## src/rtl/eth_tx_arbiter_if.sv

```systemverilog
// Byte-wide AXI-stream bundle between N frame sources, the TX arbiter and the MAC.
// The slave modport is the arbiter's view; the master modport is the sources/MAC side.
interface eth_tx_arbiter_if #(
  parameter int N_PORTS = 2
);
  logic [N_PORTS-1:0]   i_s_valid;
  logic [8*N_PORTS-1:0] i_s_data;
  logic [N_PORTS-1:0]   i_s_last;
  logic [N_PORTS-1:0]   i_s_user;
  logic [N_PORTS-1:0]   o_s_ready;
  logic                 o_m_valid;
  logic [7:0]           o_m_data;
  logic                 o_m_last;
  logic                 o_m_user;
  logic                 i_m_ready;

  modport slave (
    input  i_s_valid, i_s_data, i_s_last, i_s_user, i_m_ready,
    output o_s_ready, o_m_valid, o_m_data, o_m_last, o_m_user
  );

  modport master (
    output i_s_valid, i_s_data, i_s_last, i_s_user, i_m_ready,
    input  o_s_ready, o_m_valid, o_m_data, o_m_last, o_m_user
  );
endinterface

```

## src/rtl/eth_tx_arbiter.sv

```systemverilog
// Packet-level round-robin arbiter sharing one byte-wide TX stream between
// N_PORTS frame sources. A winner owns the output until its tlast beat; a
// length watchdog cuts runaway frames and discards their remainder.
module eth_tx_arbiter #(
  parameter int N_PORTS         = 2,
  parameter int MAX_FRAME_BYTES = 1518
) (
  input  logic               i_clock,
  input  logic               i_reset,
  eth_tx_arbiter_if.slave    bus,
  output logic [N_PORTS-1:0] o_grant,
  output logic [15:0]        o_trunc_count
);
  localparam int          IDX_W    = (N_PORTS > 1) ? $clog2(N_PORTS) : 1;
  localparam logic [15:0] WD_LIMIT = 16'(MAX_FRAME_BYTES - 1);

  typedef enum logic [1:0] {IDLE, PASS, DROP} state_t;

  state_t             state_q, state_d;
  logic [N_PORTS-1:0] grant_q, grant_d;
  logic [IDX_W-1:0]   gidx_q, gidx_d;
  logic [IDX_W-1:0]   last_q, last_d;
  logic [15:0]        cnt_q, cnt_d;
  logic [15:0]        trunc_q, trunc_d;

  logic               win_found;
  logic [IDX_W-1:0]   win_idx;
  logic [IDX_W-1:0]   cand;

  logic               g_valid, g_last, g_user;
  logic [7:0]         g_data;
  logic               wd_hit;

  // Signals of the currently granted source
  assign g_valid = bus.i_s_valid[gidx_q];
  assign g_last  = bus.i_s_last[gidx_q];
  assign g_user  = bus.i_s_user[gidx_q];
  assign g_data  = bus.i_s_data[{gidx_q, 3'b000} +: 8];

  assign o_grant       = grant_q;
  assign o_trunc_count = trunc_q;

  // Round-robin search: first requesting port after the previous winner
  always_comb begin
    win_found = 1'b0;
    win_idx   = '0;
    cand      = '0;
    for (int i = 1; i <= N_PORTS; i++) begin
      cand = IDX_W'((int'(last_q) + i) % N_PORTS);
      if (!win_found && bus.i_s_valid[cand]) begin
        win_found = 1'b1;
        win_idx   = cand;
      end
    end
  end

  // Next-state, passthrough muxing and watchdog
  always_comb begin
    state_d       = state_q;
    grant_d       = grant_q;
    gidx_d        = gidx_q;
    last_d        = last_q;
    cnt_d         = cnt_q;
    trunc_d       = trunc_q;
    wd_hit        = 1'b0;
    bus.o_s_ready = '0;
    bus.o_m_valid = 1'b0;
    bus.o_m_data  = g_data;
    bus.o_m_last  = 1'b0;
    bus.o_m_user  = 1'b0;
    unique case (state_q)
      IDLE: begin
        if (win_found) begin
          grant_d = {{(N_PORTS-1){1'b0}}, 1'b1} << win_idx;
          gidx_d  = win_idx;
          last_d  = win_idx;
          cnt_d   = '0;
          state_d = PASS;
        end
      end
      PASS: begin
        // The beat at MAX_FRAME_BYTES-1 without tlast becomes a forced error tlast
        wd_hit                = (cnt_q == WD_LIMIT) && !g_last;
        bus.o_m_valid         = g_valid;
        bus.o_s_ready[gidx_q] = bus.i_m_ready;
        bus.o_m_last          = g_last | wd_hit;
        bus.o_m_user          = g_user | wd_hit;
        if (g_valid && bus.i_m_ready) begin
          cnt_d = cnt_q + 16'd1;
          if (wd_hit) begin
            if (trunc_q != 16'hFFFF) trunc_d = trunc_q + 16'd1;
            state_d = DROP;
          end else if (g_last) begin
            grant_d = '0;
            state_d = IDLE;
          end
        end
      end
      DROP: begin
        bus.o_s_ready[gidx_q] = 1'b1;
        if (g_valid && g_last) begin
          grant_d = '0;
          state_d = IDLE;
        end
      end
      default: state_d = IDLE;
    endcase
  end

  // State registers; reset abandons any frame in flight
  always_ff @(posedge i_clock) begin
    if (i_reset) begin
      state_q <= IDLE;
      grant_q <= '0;
      gidx_q  <= '0;
      last_q  <= IDX_W'(N_PORTS - 1);
      cnt_q   <= '0;
      trunc_q <= '0;
    end else begin
      state_q <= state_d;
      grant_q <= grant_d;
      gidx_q  <= gidx_d;
      last_q  <= last_d;
      cnt_q   <= cnt_d;
      trunc_q <= trunc_d;
    end
  end
endmodule

```

## src/flat_wrapper.sv

```systemverilog
// flat-port wrapper written by rule: the top's interface ports become plain ports
module eth_tx_arbiter_flat 
#(
  parameter int N_PORTS         = 2,
  parameter int MAX_FRAME_BYTES = 1518
)
  (i_clock, i_reset, o_grant, o_trunc_count, bus_i_s_valid, bus_i_s_data, bus_i_s_last, bus_i_s_user, bus_i_m_ready, bus_o_s_ready, bus_o_m_valid, bus_o_m_data, bus_o_m_last, bus_o_m_user);
  eth_tx_arbiter_if #(.N_PORTS(N_PORTS)) bus_i ();
  input  logic i_clock;
  input  logic i_reset;
  output logic [N_PORTS-1:0] o_grant;
  output logic [15:0] o_trunc_count;
  input wire logic [$bits(bus_i.i_s_valid)-1:0] bus_i_s_valid;
  input wire logic [$bits(bus_i.i_s_data)-1:0] bus_i_s_data;
  input wire logic [$bits(bus_i.i_s_last)-1:0] bus_i_s_last;
  input wire logic [$bits(bus_i.i_s_user)-1:0] bus_i_s_user;
  input wire logic [$bits(bus_i.i_m_ready)-1:0] bus_i_m_ready;
  output wire logic [$bits(bus_i.o_s_ready)-1:0] bus_o_s_ready;
  output wire logic [$bits(bus_i.o_m_valid)-1:0] bus_o_m_valid;
  output wire logic [$bits(bus_i.o_m_data)-1:0] bus_o_m_data;
  output wire logic [$bits(bus_i.o_m_last)-1:0] bus_o_m_last;
  output wire logic [$bits(bus_i.o_m_user)-1:0] bus_o_m_user;
  assign bus_i.i_s_valid = bus_i_s_valid;
  assign bus_i.i_s_data = bus_i_s_data;
  assign bus_i.i_s_last = bus_i_s_last;
  assign bus_i.i_s_user = bus_i_s_user;
  assign bus_i.i_m_ready = bus_i_m_ready;
  assign bus_o_s_ready = bus_i.o_s_ready;
  assign bus_o_m_valid = bus_i.o_m_valid;
  assign bus_o_m_data = bus_i.o_m_data;
  assign bus_o_m_last = bus_i.o_m_last;
  assign bus_o_m_user = bus_i.o_m_user;
  eth_tx_arbiter #(.N_PORTS(N_PORTS), .MAX_FRAME_BYTES(MAX_FRAME_BYTES)) u_core (.i_clock(i_clock), .i_reset(i_reset), .bus(bus_i), .o_grant(o_grant), .o_trunc_count(o_trunc_count));
endmodule
```

## config.mk

```make
export PLATFORM = sky130hd
export DESIGN_NAME = eth_tx_arbiter_flat
export DESIGN_NICKNAME = d
export VERILOG_FILES = /design/src/rtl/eth_tx_arbiter_if.sv /design/src/rtl/eth_tx_arbiter.sv /design/src/flat_wrapper.sv
export SDC_FILE = /design/constraint.sdc
export NUM_CORES = 1
export LEC_CHECK = 0
export BUFFER_PORTS_ARGS = -buffer_cell sky130_fd_sc_hd__buf_4
export CAP_MARGIN = 25
export CORE_MARGIN = 2
export CORE_UTILIZATION = 57
export DETAILED_ROUTE_END_ITERATION = 6
export PLACE_DENSITY = 0.95
export SYNTH_ARGS = -nofsm -noshare
export SYNTH_HDL_FRONTEND = slang
export SYNTH_SLANG_ARGS = --single-unit
```

## constraint.sdc

```tcl
create_clock -name i_clock -period 3.8 [get_ports i_clock]
set_clock_uncertainty 0.1 [all_clocks]
set_input_delay 0.57 -clock i_clock [delete_from_list [all_inputs] [get_ports i_clock]]
set_output_delay 0.57 -clock i_clock [all_outputs]
set_load 0.05 [all_outputs]
```

==> summary.md <==
| Metric | Value |
|---|---|
| Outcome | `finished, final reports clean` |
| Core Area | `3660 um2` |
| Via Count | `about 2100` |
| First-pass GRT wire length | `about 8600 um` |
| Clock network power share | `0.262` |
| CP Class | `reg2reg` |
| Leakage power | `1.05 nW` |
| Vias per inst | `5.94` |
| Final core utilization | `0.733` |
| Ys flop type | `dfxtp_1` |
| Mapped Nets | `between 200 and 300` |
| Clk_lat worst skew | `~0.29 ns` |
| Final WS setup | `0.885 ns` |
| Fin crit share | `0.767` |
| Die Wd | `roughly 66 um` |
| PwrDens | `just over 400 nW/um2` |
| Seq cells post-synth | `38` |
| Hold buffer count at cts | `0` |
| CTS Sinks | `38` |
| Worst vdd ir | `about 0.22 mV` |
| Tmin final | `2.92 ns` |
| Mapped Area | `around 2200 um2` |
| Post-CTS Setup Inserts | `0` |
| Syn Inst Count | `roughly 250` |
| Setup crit end kind | `register` |
| # setup viols final | `0` |
| Clock Tree Buf Depth | `2` |
| Total power | `around 1.1 mW` |
| Die Ht | `between 60 and 70 um` |
| Commonest non-fill, non-tap cell in the layout | `buf_4` |
| Largest net degree at the start of global routing | `25` |
| Final Slew Violations | `0` |
| WHS | `between 0.3 and 0.4 ns` |
| Comb pwr share | `0.339` |
| Post-synthesis sequential area ratio | `0.350` |
| Port Buffer Count | `55` |
| Net Sw Frac | `0.366` |
| Total grt overflow | `0` |
| CTS tree | `done` |
| Synth cell types | `47` |
| Die area | `~4300 um2` |
| TritonCTS Buffers | `5` |
| Worst slack, placed | `just over 0.9 ns` |
| Max Cap Viol | `0` |
| Crit-path max FO | `21` |
| CP required | `approximately 3.9 ns` |
| Fin nets | `around 340` |
| Ys Warns | `0` |
| Fmax | `around 340 MHz` |
| P_int | `~690 uW` |
| Htree depth | `2` |
| Resized cells post-CTS | `0` |
| P_sw | `roughly 400 uW` |
| Post-synth EDFFs | `0` |
| # rows | `22` |
| Fill cells | `290` |
| DRC Markers | `0` |
| Vias in the first global route | `1969` |
| Final Hold Fails | `0` |
| Antenna viol nets, final | `0` |
| Mean Syn Cell Area | `around 8.6 um2` |
| Power share of the sequential group | `0.399` |
| Initial core utilization | `0.593` |
| Diodes inserted | `0` |
| Arr. time, crit path | `3.03 ns` |
| Rel. slew slack | `0.366` |
| RSZ-0062 raised after global routing | `no` |
| Drt pass-1 iters | `4` |
| Slew @ Worst Pin | `0.945 ns` |
| Final TNS setup | `0 ns` |
| Initial DRC Count | `just under 200` |
| Initial antenna violation count | `0` |
| DRT Wirelength | `5110 um` |
| Layout cells sized above 1 | `0.255` |
| GRT Total Usage | `0.252` |
| Ys async rst share | `0` |
| HP Class | `reg2reg` |
| Syn-to-layout area delta | `23.7%` |
| RePlAce Congestion | `~0.91` |
| Dpl hpwl | `3730 um` |
| Most frequent cells in the layout | `55 x buf_4, 38 x dfxtp_1, 24 x nor2_1` |
| IO Pins | `56` |
| Drt wl/cell | `between 10 and 15 um` |
| Clk slew on worst S/H paths | `roughly 0.070 ns` |
| CP Launch Type | `register` |
| Root Buffer Master | `clkbuf_8` |
[power by group through the flow]
stage                     registers (mW)  logic, mW  clock network, mW
final                              0.436      0.371              0.286
after global routing               0.439      0.396              0.304
after CTS                          0.436      0.370              0.290
after detailed placement           0.445      0.369                  0
after global placement             0.444      0.358                  0
after floorplan                    0.452      0.263                  0
[registers in the layout, indices dropped and copies added, names as in the netlist]
signal	flops
u_core.cnt_q	16
u_core.gidx_q	1
u_core.last_q	1
u_core.o_grant	2
u_core.o_trunc_count	16
u_core.state_q	2
[kinds of logic (layout without fill, tap and decap cells)]
kind of cell / count (synthesis) / after routing / share of synthesized area
adder cells (fa/ha/maj): 7 / 7 / 0.0403
multiplexers: 14 / 14 / 0.0772
AND/OR/NAND/NOR: 111 / 111 / 0.291
flip-flops: 38 / 38 / 0.350
buffers and inverters: 21 / 74 / 0.0444
XOR/XNOR: 14 / 14 / 0.0565
AO/OA/AOI/OAI: 48 / 48 / 0.140
[cells in the mapped netlist (7+ instances only)]
cell type  count  area (um2)
xor2_1         9        78.8
ha_1           7        87.6
and4_1         7        61.3
mux2_2         8        90.1
dfxtp_1       38         761
nand2_1       18        67.6
nor2_1        24        90.1
o21ai_0       10        50.1
or3_1          7        43.8
a21oi_1       19        95.1
nand3_1       10        50.1
o31ai_1        9        67.6
or4_1          8        60.1
inv_1         11        41.3
nand4_1       10        62.6
[per-layer routing]
metal,global-route usage,vias to the layer above,share of wire
met3,0.0514,14,0.058
met5,0,-,0
li1,-,1035,-
met1,0.317,978,0.43
met2,0.405,77,0.49
met4,0.130,0,0.023
[metrics by stage]
| step | cell area (um2) | cells |
|---|---|---|
| 2_1_floorplan | 2170 | 253 |
| 3_3_place_gp | 2590 | 346 |
| 3_5_place_dp | 2590 | 346 |
| 4_1_cts | 2690 | 354 |
| 5_1_grt | 2690 | 354 |
| 6_report | 2690 | 354 |
[worst max-delay path: stages, from the launching register on]
cell and delay [ns]:
dfxtp_1 0.79, mux2i_4 0.44, nand4b_1 0.30, or3_4 0.57
or4_1 0.49, a21oi_1 0.15
[worst paths after layout]
path / startpoint / endpoint / slack, ns / cells past startpoint
max: u_core.gidx_q / u_core.o_trunc_count[11] / 0.88 / 5
min: u_core.o_grant[0] / u_core.o_grant[0] / 0.36 / 2
min reg2reg: u_core.o_grant[0] / u_core.o_grant[0] / 0.36 / 2
max reg2reg: u_core.gidx_q / u_core.o_trunc_count[11] / 0.88 / 5
[area by class of cell]
class / count / area [um2] / area share
clock buffers: 7 / 86.3 / 0.0322
clock inverters: 1 / 5.00 / 0.00186
inverters: 11 / 41.3 / 0.0154
multi-input cells: 194 / 1320 / 0.491
flip-flops and latches: 38 / 761 / 0.283
well taps: 48 / 60.1 / 0.0224
repair buffers: 55 / 413 / 0.154
Power figures use the tool's default switching activity.
